**src/rtl/output_port_fifo_if.sv**
```systemverilog
// Handshake bundle between the control/bus logic and the output port FIFO.
// The master side pushes bus values and drains the head; the slave side is the FIFO.
`timescale 1ns/1ps
interface output_port_fifo_if #(
  parameter int WIDTH = 8,
  parameter int DEPTH = 4
);
  localparam int CW = $clog2(DEPTH + 1);

  logic             load;
  logic [WIDTH-1:0] bus_in;
  logic             out_ready;
  logic             clear_overflow;
  logic [WIDTH-1:0] out_val;
  logic             out_valid;
  logic             full;
  logic             empty;
  logic [CW-1:0]    count;
  logic             overflow;

  modport master (
    output load, bus_in, out_ready, clear_overflow,
    input  out_val, out_valid, full, empty, count, overflow
  );

  modport slave (
    input  load, bus_in, out_ready, clear_overflow,
    output out_val, out_valid, full, empty, count, overflow
  );
endinterface

```
**src/rtl/output_port_fifo.sv**
```systemverilog
// DEPTH-entry FIFO behind the OUT instruction, with a minimum display hold per head
// value and last-value persistence on out_val once drained.
`timescale 1ns/1ps
module output_port_fifo #(
  parameter int WIDTH       = 8,
  parameter int DEPTH       = 4,
  parameter int HOLD_CYCLES = 0
) (
  input logic               clk,
  input logic               reset,
  output_port_fifo_if.slave link
);
  localparam int AW = $clog2(DEPTH);
  localparam int CW = $clog2(DEPTH + 1);
  localparam int HW = (HOLD_CYCLES > 0) ? $clog2(HOLD_CYCLES + 1) : 1;
  localparam logic [HW-1:0] HOLD_V = HW'(HOLD_CYCLES);

  logic [WIDTH-1:0] mem [DEPTH];
  logic [AW-1:0]    rd_ptr;
  logic [AW-1:0]    wr_ptr;
  logic [CW-1:0]    count_q;
  logic [WIDTH-1:0] last_val;
  logic [HW-1:0]    hold_cnt;
  logic             overflow_q;

  logic empty_w;
  logic full_w;
  logic valid_w;
  logic pop;
  logic push;
  logic new_head;

  assign empty_w  = (count_q == '0);
  assign full_w   = (count_q == CW'(DEPTH));
  assign valid_w  = ~empty_w & (hold_cnt == '0);
  assign pop      = valid_w & link.out_ready;
  assign push     = link.load & (~full_w | pop);
  // A fresh head appears on a push into an empty FIFO or a pop that leaves something behind.
  assign new_head = (push & empty_w) | (pop & ((count_q > CW'(1)) | push));

  // Storage is not reset: stale entries are never visible because count gates out_val.
  always_ff @(posedge clk) begin
    if (push) mem[wr_ptr] <= link.bus_in;
  end

  always_ff @(posedge clk or posedge reset) begin
    if (reset) begin
      rd_ptr     <= '0;
      wr_ptr     <= '0;
      count_q    <= '0;
      last_val   <= '0;
      hold_cnt   <= '0;
      overflow_q <= 1'b0;
    end else begin
      if (push) wr_ptr <= wr_ptr + AW'(1);
      if (pop) begin
        rd_ptr   <= rd_ptr + AW'(1);
        last_val <= mem[rd_ptr];
      end
      if (push & ~pop)      count_q <= count_q + CW'(1);
      else if (pop & ~push) count_q <= count_q - CW'(1);
      if (new_head)             hold_cnt <= HOLD_V;
      else if (hold_cnt != '0)  hold_cnt <= hold_cnt - HW'(1);
      if (link.load & ~push)        overflow_q <= 1'b1;
      else if (link.clear_overflow) overflow_q <= 1'b0;
    end
  end

  assign link.out_val   = empty_w ? last_val : mem[rd_ptr];
  assign link.out_valid = valid_w;
  assign link.full      = full_w;
  assign link.empty     = empty_w;
  assign link.count     = count_q;
  assign link.overflow  = overflow_q;
endmodule

```
**src/flat_wrapper.sv**
```systemverilog
// flat-port wrapper written by rule: the top's interface ports become plain ports
module output_port_fifo_flat 
#(
  parameter int WIDTH       = 8,
  parameter int DEPTH       = 4,
  parameter int HOLD_CYCLES = 0
)
  (clk, reset, link_load, link_bus_in, link_out_ready, link_clear_overflow, link_out_val, link_out_valid, link_full, link_empty, link_count, link_overflow);
  output_port_fifo_if #(.WIDTH(WIDTH), .DEPTH(DEPTH)) link_i ();
  input logic clk;
  input logic reset;
  input wire logic [$bits(link_i.load)-1:0] link_load;
  input wire logic [$bits(link_i.bus_in)-1:0] link_bus_in;
  input wire logic [$bits(link_i.out_ready)-1:0] link_out_ready;
  input wire logic [$bits(link_i.clear_overflow)-1:0] link_clear_overflow;
  output wire logic [$bits(link_i.out_val)-1:0] link_out_val;
  output wire logic [$bits(link_i.out_valid)-1:0] link_out_valid;
  output wire logic [$bits(link_i.full)-1:0] link_full;
  output wire logic [$bits(link_i.empty)-1:0] link_empty;
  output wire logic [$bits(link_i.count)-1:0] link_count;
  output wire logic [$bits(link_i.overflow)-1:0] link_overflow;
  assign link_i.load = link_load;
  assign link_i.bus_in = link_bus_in;
  assign link_i.out_ready = link_out_ready;
  assign link_i.clear_overflow = link_clear_overflow;
  assign link_out_val = link_i.out_val;
  assign link_out_valid = link_i.out_valid;
  assign link_full = link_i.full;
  assign link_empty = link_i.empty;
  assign link_count = link_i.count;
  assign link_overflow = link_i.overflow;
  output_port_fifo #(.WIDTH(WIDTH), .DEPTH(DEPTH), .HOLD_CYCLES(HOLD_CYCLES)) u_core (.clk(clk), .reset(reset), .link(link_i));
endmodule
```
**config.mk**
```make
export PLATFORM = sky130hd
export DESIGN_NAME = output_port_fifo_flat
export DESIGN_NICKNAME = d
export VERILOG_FILES = /design/src/rtl/output_port_fifo_if.sv /design/src/rtl/output_port_fifo.sv /design/src/flat_wrapper.sv
export SDC_FILE = /design/constraint.sdc
export NUM_CORES = 1
export LEC_CHECK = 0
export CORE_MARGIN = 2
export CORE_UTILIZATION = 30
export CTS_BUF_LIST = sky130_fd_sc_hd__clkbuf_16
export CTS_CLUSTER_DIAMETER = 60
export DETAILED_ROUTE_END_ITERATION = 12
export GPL_ROUTABILITY_DRIVEN = 0
export PLACE_DENSITY_LB_ADDON = 0.05
export SLEW_MARGIN = 0
export SYNTH_ARGS = -nofsm -noshare
export SYNTH_HDL_FRONTEND = slang
export SYNTH_SLANG_ARGS = --single-unit
```
**constraint.sdc**
```tcl
create_clock -name clk -period 4.2 [get_ports clk]
set_input_delay 0.84 -clock clk [delete_from_list [all_inputs] [get_ports clk]]
set_output_delay 0.84 -clock clk [all_outputs]
set_load 0.02 [all_outputs]
```
==> impl_metrics.env <==
export IMPL_cts_buffers=5
export IMPL_hp_class="reg -> reg"
export IMPL_cp_slowest_cell="clkdlybuf4s50_1"
export IMPL_worst_slew_margin_rel_pct=56.8
export IMPL_placed_cells=230
export IMPL_synth_cells=129
export IMPL_wl_um=3850
export IMPL_layout_drive_gt1_share_pct=14.9
export IMPL_fillers=596
export IMPL_grt_max_degree=17
export IMPL_layout_setup_ws_ns=0.884
export IMPL_power_mw=1.95
export IMPL_post_place_ws_ns=1.14
export IMPL_synth_nets=150
export IMPL_seq_area_um2=1360
export IMPL_crit_family="buffers and inverters"
export IMPL_yosysTopAreaCell="edfxtp_1"
export IMPL_cp_num_buf_inv=3
export IMPL_combPwrFrac_pct=41.6
export IMPL_yosysTopAreaCellShare_pct=47.5
export IMPL_vdd_ir_drop_worst_mv=0.251
export IMPL_clock_sinks=48
export IMPL_final_min_clock_period_ns=3.32
export IMPL_core_um2=6420
export IMPL_swShare_pct=34.8
export IMPL_die_h_um=86.1
export IMPL_multi_input_area_um2=607
export IMPL_vias=1071
export IMPL_synth_seq_cells=48
export IMPL_synthTopCellsByArea="edfxtp_1 (48%), dfrtp_1 (20%), mux4_2 (8.9%), mux2_2 (5.0%), nand2_1 (5.0%)"
export IMPL_finalCritPeriodShare_pct=78.9
export IMPL_hpwl_um=2670
export IMPL_setup_viol=0
export IMPL_dpl_cell_area_um2=2370
export IMPL_syn_area_um2=2020
export IMPL_synth_async_reset_ratio_pct=33.3
export IMPL_cts_repair_resize_count=0
export IMPL_power_share_clock_pct=19.6
export IMPL_drc=0
export IMPL_antenna_left=0
export IMPL_grt_pass1_wl_um=6220
export IMPL_cts_htree_levels=2
export IMPL_clk_path_buf_depth=2
export IMPL_yosys_warnings=0
export IMPL_syn_area_per_cell_um2=15.7
export IMPL_port_buffers=27
export IMPL_synth_edf_count=32
export IMPL_crit_path_cell_trace="inv_1 -> ha_1 -> nand2b_1 -> clkinv_1 -> nand2_1 -> nand2_1 -> clkdlybuf4s50_1"
export IMPL_p_leak_nw=0.962
export IMPL_internal_power_mw=1.27
export IMPL_ys_top_cells_by_count="edfxtp_1 (32), nand2_1 (27), dfrtp_1 (16)"
export IMPL_rsz0062_at_grt="false"
export IMPL_n_antenna_cell=0
export IMPL_ys_seq_area_share_pct=67.3
export IMPL_status="complete, no violations"
export IMPL_wire_per_inst_um=16.2
export IMPL_layout_nets=181
export IMPL_fin_worst_skew_ns=0.00575
export IMPL_layout_cells_non_filler=238
export IMPL_drv_slew=0
export IMPL_clk_latency_ns=0.28
export IMPL_first_global_vias=1166
export IMPL_cp_required_ns=3.36
export IMPL_design_area_um2=2510
export IMPL_dieArea_um2=7410
export IMPL_synth_main_ff_cell="edfxtp_1"
export IMPL_num_rows=29
export IMPL_grt_antenna_before_repair=0
export IMPL_cp_max_fo=12
export IMPL_grtUsageTotal_pct=11.4
export IMPL_tritoncts="done"
export IMPL_synthMostInstantiatedCell="edfxtp_1"
export IMPL_hold_violations=0
export IMPL_cp_end_kind="output pin"
export IMPL_pwr_share_seq_pct=38.8
export IMPL_ys_types=21
export IMPL_p_switching_uw=680
export IMPL_first_pass_iters=3
export IMPL_clkTransAtPathRegs_ns=0.07
export IMPL_die_w_um=86.1
export IMPL_fin_setup_tns_ns=0
export IMPL_tightest_slew_ns=0.647
export IMPL_path_class="reg -> out"
export IMPL_drt_first_iter_violations=34
export IMPL_grt_overflow=0
export IMPL_worst_path_largest_cell_delay_ns=0.54
export IMPL_io_pins=28
export IMPL_maxCapViolCount=0
export IMPL_area_growth_syn_to_layout_pct=24.3
export IMPL_max_freq_mhz=302
export IMPL_cts_post_setup_buffers_inserted=0
export IMPL_root_buffer="clkbuf_16"
export IMPL_crit_path_frequent_cell="nand2_1"
export IMPL_power_density_nw_per_um2=778
export IMPL_drt_vias_per_instance=4.50
export IMPL_initial_core_util_pct=31.5
export IMPL_start_kind="register"
export IMPL_ctsHoldBuffers=0
export IMPL_cp_arrival_ns=2.48
per-stage QoR:
step	hold slack, ns	util (%)
2_1_floorplan	0.479	-
3_3_place_gp	0.488	36.9
3_5_place_dp	0.493	36.9
4_1_cts	0.509	39.1
5_1_grt	0.520	39.1
6_report	0.505	39.1
cells in the final DEF, fill, tap and decap left out, drive strengths merged, types with 4 or more instances in the layout:
cell and n:
xnor2 4, clkbuf 5, clkdlybuf4s50 27, mux4 8, inv 8, and2 4
dfrtp 16, nand2 27, edfxtp 32, mux2 9, ha 8
flip-flops by register name (all words and copies together), names as in the netlist:
name	count
u_core.link.overflow	1
u_core.mem	32
u_core.link.count	3
u_core.last_val	8
u_core.rd_ptr	2
u_core.wr_ptr	2
worst register-to-register path: stages (launching register included):
cell	delay, ns
dfrtp_1	0.41
inv_1	0.08
ha_1	0.21
nand2b_1	0.35
nand2_1	0.42
ha_1	0.37
mux2i_1	0.13
nor2_1	0.15
xor2_1	0.16
area by class of cell:
cell class              count  share of cell area [%]
clock buffers               5                    4.98
clock inverters             3                   0.747
inverters                   9                    1.34
multi-input cells          69                    24.2
flip-flops and latches     48                    54.2
well taps                  77                    3.83
repair buffers             27                    10.8
routing by layer:
| metal | track usage, % | part of all wire (%) | up-vias |
|---|---|---|---|
| met2 | 18.9 | 50 | 23 |
| li1 | - | - | 514 |
| met1 | 14.7 | 45 | 530 |
| met3 | 2.98 | 4.3 | 4 |
| met5 | 0 | 0 | - |
| met4 | 3.03 | 0.60 | 0 |
worst paths after layout:
| check | start | end | slack (ns) | cells past startpoint |
|---|---|---|---|---|
| worst max-delay path | u_core.link.count[0] | link_out_val[0] | 0.88 | 7 |
| worst min-delay path | u_core.last_val[4] | u_core.last_val[4] | 0.51 | 1 |
| worst max register to register | u_core.link.count[0] | u_core.link.count[2] | 1.83 | 8 |
| worst min register to register | u_core.last_val[4] | u_core.last_val[4] | 0.51 | 1 |
| max in group asynchronous | reset | u_core.last_val[1] | 2.84 | 2 |
| min in group asynchronous | reset | u_core.link.overflow | 0.95 | 2 |
power by group through the flow:
stage	Clock, mW	Combinational (mW)	Sequential, mW
final	0.383	0.812	0.758
after global routing	0.419	0.887	0.785
after CTS	0.399	0.829	0.763
after detailed placement	0	0.826	0.771
after global placement	0	0.811	0.765
after floorplan	0	0.536	0.728
kinds of logic after synthesis:
kind of cell | count (synthesis) | synth area share, %
compound gates | 3 | 1.05
xor+xnor | 6 | 2.60
fa+ha+maj | 8 | 4.95
buf+inv | 12 | 2.66
flops | 48 | 67.3
mux | 18 | 14.4
simple gates | 34 | 6.99
Power figures use the tool's default switching activity.
